$ cat src/rtl/imm_ext_pipe.sv
// Immediate-extension unit: combinational extend on the input side, then a
// registered output stage backed by a one-entry skid buffer (valid/ready both ends).
module imm_ext_pipe #(
    parameter int DATA_W = 32,
    parameter int IMM_W  = 16,
    parameter int JIMM_W = 26
) (
    input  logic              clk,
    input  logic              reset,
    input  logic              in_valid_i,
    output logic              in_ready_o,
    input  logic [JIMM_W-1:0] imm_i,
    input  logic [2:0]        mode_i,
    input  logic [DATA_W-1:0] pc_i,
    output logic              out_valid_o,
    input  logic              out_ready_i,
    output logic [DATA_W-1:0] ext_o,
    output logic              err_o,
    output logic [1:0]        occ_o
);

    typedef enum logic [2:0] {
        M_ZERO16 = 3'd0,
        M_SIGN16 = 3'd1,
        M_LUI    = 3'd2,
        M_BRANCH = 3'd3,
        M_JUMP   = 3'd4,
        M_JABS   = 3'd5
    } mode_t;

    typedef enum logic [1:0] {
        EMPTY = 2'd0,
        ONE   = 2'd1,
        FULL  = 2'd2
    } occ_t;

    // Bits of the PC replaced by the jump index and its two zero bits.
    localparam logic [DATA_W-1:0] JLOW_MASK = (DATA_W'(1) << (JIMM_W + 2)) - DATA_W'(1);

    // Returns {err, value}.
    function automatic logic [DATA_W:0] extend(input logic [2:0]        mode,
                                               input logic [JIMM_W-1:0] imm,
                                               input logic [DATA_W-1:0] pc);
        logic signed [DATA_W-1:0] sext;
        logic        [DATA_W-1:0] jabs;
        logic        [DATA_W:0]   res;
        sext = {{(DATA_W-IMM_W){imm[IMM_W-1]}}, imm[IMM_W-1:0]};
        jabs = DATA_W'(imm) << 2;
        res  = '0;
        case (mode)
            M_ZERO16: res[DATA_W-1:0] = {{(DATA_W-IMM_W){1'b0}}, imm[IMM_W-1:0]};
            M_SIGN16: res[DATA_W-1:0] = sext;
            M_LUI:    res[DATA_W-1:0] = {imm[IMM_W-1:0], {(DATA_W-IMM_W){1'b0}}};
            M_BRANCH: res[DATA_W-1:0] = sext <<< 2;
            M_JUMP:   res[DATA_W-1:0] = (pc & ~JLOW_MASK) | jabs;
            M_JABS:   res[DATA_W-1:0] = jabs;
            default:  res[DATA_W]     = 1'b1;
        endcase
        return res;
    endfunction

    occ_t              state_q, state_d;
    logic [DATA_W-1:0] out_q, out_d, skid_q, skid_d;
    logic              out_err_q, out_err_d, skid_err_q, skid_err_d;
    logic [DATA_W:0]   res;
    logic              accept;

    assign res         = extend(mode_i, imm_i, pc_i);
    assign in_ready_o  = (state_q != FULL);
    assign accept      = in_valid_i && in_ready_o;
    assign out_valid_o = (state_q != EMPTY);
    assign ext_o       = out_q;
    assign err_o       = out_err_q;
    assign occ_o       = state_q;

    always_comb begin
        state_d    = state_q;
        out_d      = out_q;
        out_err_d  = out_err_q;
        skid_d     = skid_q;
        skid_err_d = skid_err_q;
        case (state_q)
            EMPTY: begin
                if (accept) begin
                    out_d     = res[DATA_W-1:0];
                    out_err_d = res[DATA_W];
                    state_d   = ONE;
                end
            end
            ONE: begin
                if (out_ready_i) begin
                    if (accept) begin
                        out_d     = res[DATA_W-1:0];
                        out_err_d = res[DATA_W];
                    end else begin
                        state_d = EMPTY;
                    end
                end else if (accept) begin
                    // Consumer stalled: park the new result behind the held one.
                    skid_d     = res[DATA_W-1:0];
                    skid_err_d = res[DATA_W];
                    state_d    = FULL;
                end
            end
            FULL: begin
                if (out_ready_i) begin
                    out_d     = skid_q;
                    out_err_d = skid_err_q;
                    state_d   = ONE;
                end
            end
            default: state_d = EMPTY;
        endcase
    end

    always_ff @(posedge clk or posedge reset) begin
        if (reset) begin
            state_q    <= EMPTY;
            out_q      <= '0;
            out_err_q  <= 1'b0;
            skid_q     <= '0;
            skid_err_q <= 1'b0;
        end else begin
            state_q    <= state_d;
            out_q      <= out_d;
            out_err_q  <= out_err_d;
            skid_q     <= skid_d;
            skid_err_q <= skid_err_d;
        end
    end

endmodule
$ cat config.mk
export PLATFORM = sky130hd
export DESIGN_NAME = imm_ext_pipe
export DESIGN_NICKNAME = d
export VERILOG_FILES = /design/src/rtl/imm_ext_pipe.sv
export SDC_FILE = /design/constraint.sdc
export NUM_CORES = 1
export LEC_CHECK = 0
export CORE_MARGIN = 4
export CORE_UTILIZATION = 42
export CTS_CLUSTER_DIAMETER = 200
export DETAILED_ROUTE_END_ITERATION = 6
export PLACE_DENSITY_LB_ADDON = 0.3
export SYNTH_ARGS = -nofsm -noshare
export SYNTH_HDL_FRONTEND = slang
export SYNTH_SLANG_ARGS = --single-unit
$ cat constraint.sdc
create_clock -name clk -period 2.45 [get_ports clk]
set_input_delay 0.49 -clock clk [delete_from_list [all_inputs] [get_ports clk]]
set_output_delay 0.49 -clock clk [all_outputs]
set_load 0.02 [all_outputs]
==> impl_metrics.ini <==
[timing]
rsz0062_at_grt = no
relSlewSlack_pct = 49.3
hold_violations = 0
worstMarginPinSlew_ns = 0.758
post-route-period-util_pct = 92.3
setup_ws_ns = 0.189
slew_viol_final = 0
fin_skew_ns = 0.00484
finalSetupViolations = 0
max_freq_ghz = 0.442
min_period_ns = 2.26
fin_tns_setup_ns = 0

[global_route]
grtUsageTotal_pct = 20.7
grt_pass1_wl_um = 16300
grt_max_degree = 50
antenna_found_initial = 0
grt_overflow = 0
grt_pass1_vias = 3212

[pwr]
ir_worst_vdd_uv = 304
p_leak_nw = 2.00
power_density_nw_per_um2 = 819
combPwrFrac_pct = 35.7
power_frac_seq_pct = 42.5
power_frac_clock_pct = 21.8
p_switching_w = 0.00134
internal-power_w = 0.00248
power_switching_share_pct = 35.1

[layout]
final_common_cell = clkdlybuf4s50_1
nFillCells = 773
fin_util_pct = 56.6
layout-drive-gt1-share_pct = 10.4
mostFrequentLayoutCells = clkdlybuf4s50_1, dfrtp_1, nand2_1, a21oi_1, nand3_1
num-nets-final = 532
diodes = 0
final_cell_count_no_fill = 577
final_area_um2 = 4670
syn2layout_area_growth_pct = 30.5

[setup_path]
worstSetupStartpointType = register
critPathTopFamily = buffers and inverters
cp-end-kind = output pin
crit_path_top_delay_cell = clkdlybuf4s50_1
cp_data_arrival_time_ns = 1.77
cp_max_fo = 9
slowest_delay_ns = 0.65
required_ns = 1.96
cp_num_buf_inv = 2
crit_chain = nor2b_4, inv_2, clkdlybuf4s50_1
critical_path_class = register to output pin

[yosys]
synth_area_um2 = 3580
synth.distinct_cells = 46
ys.flop_type = dfrtp_1
synthCells = 396
yosys_warnings = 0
synth_seq_cells = 68
synth_area_leaders = dfrtp_1, nand2_1, a21oi_1, a32o_1, a22oi_1
yosysTopAreaCellShare_pct = 47.5
avgSynthCellArea_um2 = 9.04
yosysSeqAreaShare_pct = 47.5
async_reset_ff_share_pct = 100
yosysTopAreaCell = dfrtp_1
synth_nets = 461
synth_edf_count = 0

[floorplanning]
die_height_um = 100
io_pins = 102
rows = 33
dieArea_um2 = 10100
initial_core_util_pct = 43.3
coreArea_um2 = 8260
die_w_um = 100

[status]
status = finished, final reports clean

[place]
hpwl_um = 7060
io_buffers = 73
pre_cts_slack_ns = 0.108
placedCellCount = 561
place_area_um2 = 4500
routabilityCongestion = 0.875

[route]
drt-initial-drc-count = 184
num_vias = 3434
wl_um = 10100
ant_nets = 0
firstDrtPassIters = 5
viasPerCell = 5.95
drc = 0
avgRoutedWirePerCell_um = 17.5

[cts]
cts_buffers = 9
clock-root-buffer = clkbuf_8
holdBufCountCts = 0
cts_sinks = 68
insertion_delay_ns = 0.35
tritoncts = built
h-tree-depth = 3
ctsResizeCount = 0
clk_pin_slew_ns = 0.07
cts_max_path_buffers = 2
post_cts_buffers = 0

[hold_path]
hold_class = register to register

[run]
cap_viol_max_count = 0
## synthesized netlist by cell type (2+ instances only)
master / number
o21ai_1: 19
nand3_1: 26
nand2b_1: 15
inv_1: 3
clkbuf_1: 9
nor2_1: 18
a2bb2oi_1: 8
a31oi_1: 2
a21oi_1: 38
a32o_1: 14
and2_1: 3
nand2_1: 65
o31ai_2: 2
o21ai_0: 19
o22ai_1: 9
a22oi_1: 18
a211oi_1: 3
a22o_1: 2
mux2i_1: 2
a21o_1: 4
nor2b_1: 2
a222oi_1: 4
dfrtp_1: 68
buf_2: 21
## worst paths after layout
check                           start         end  slack, ns  cells after the start
setup / recovery             occ_o[0]  in_ready_o       0.19                      3
hold / removal             skid_q[28]  skid_q[28]       0.47                      2
setup reg to reg             occ_o[0]    ext_o[1]       0.50                      5
hold reg to reg            skid_q[28]  skid_q[28]       0.47                      2
max in group asynchronous       reset   skid_q[5]       1.45                      3
min in group asynchronous       reset   ext_o[10]       0.49                      2
## final cells by class
type	count	area (um^2)	share of cell area, %
inverters	4	15.0	0.321
well taps	105	131	2.81
clock inverters	4	25.0	0.535
multi-input cells	291	1710	36.6
clock buffers	12	145	3.11
repair buffers	93	943	20.2
flip-flops and latches	68	1700	36.4
## logic make-up (layout without fill, tap and decap cells)
kind of cell	count (synthesis)	in the layout	share of synthesized area [%]
AO/OA/AOI/OAI	151	151	28.3
buffers and inverters	37	113	4.93
AND/OR/NAND/NOR	138	138	18.7
flip-flops	68	68	47.5
multiplexers	2	2	0.559
## worst reg2reg max path: stages (launching register included)
cell     delay, ns
dfrtp_1       0.49
nor2b_4       0.16
buf_4         0.45
a22o_1        0.53
nor2_1        0.09
a31oi_1       0.16
## layer usage
layer  wire length, um  track usage [%]  part of all wire, %  up-vias
met1              4360             27.9                   43     1700
met4               191             8.70                  1.9        0
li1                  -                -                    -     1591
met5                 0                0                    0        -
met2              4920             33.0                   49      126
met3               602             3.54                  6.0       17
## through the flow
stage / hold slack (ns) / power, W
global route: 0.500 / 0.00403
global placement: 0.457 / 0.00298
finish: 0.473 / 0.00383
CTS: 0.478 / 0.00385
floorplan: 0.441 / 0.00241
detailed placement: 0.462 / 0.00302
## power groups by stage
stage          sequential (W)  clock [W]  combinational, W
2_1_floorplan         0.00182          0          0.000592
6_report              0.00163   0.000834           0.00137
3_5_place_dp          0.00165          0           0.00137
4_1_cts               0.00163   0.000847           0.00138
5_1_grt               0.00166   0.000891           0.00148
3_3_place_gp          0.00163          0           0.00135
## sequential cells by signal (all words and copies together) (netlist names)
signal      count
ext_o          32
skid_err_q      1
occ_o           2
skid_q         32
err_o           1
Note: power is estimated with default switching activity, not from simulation.
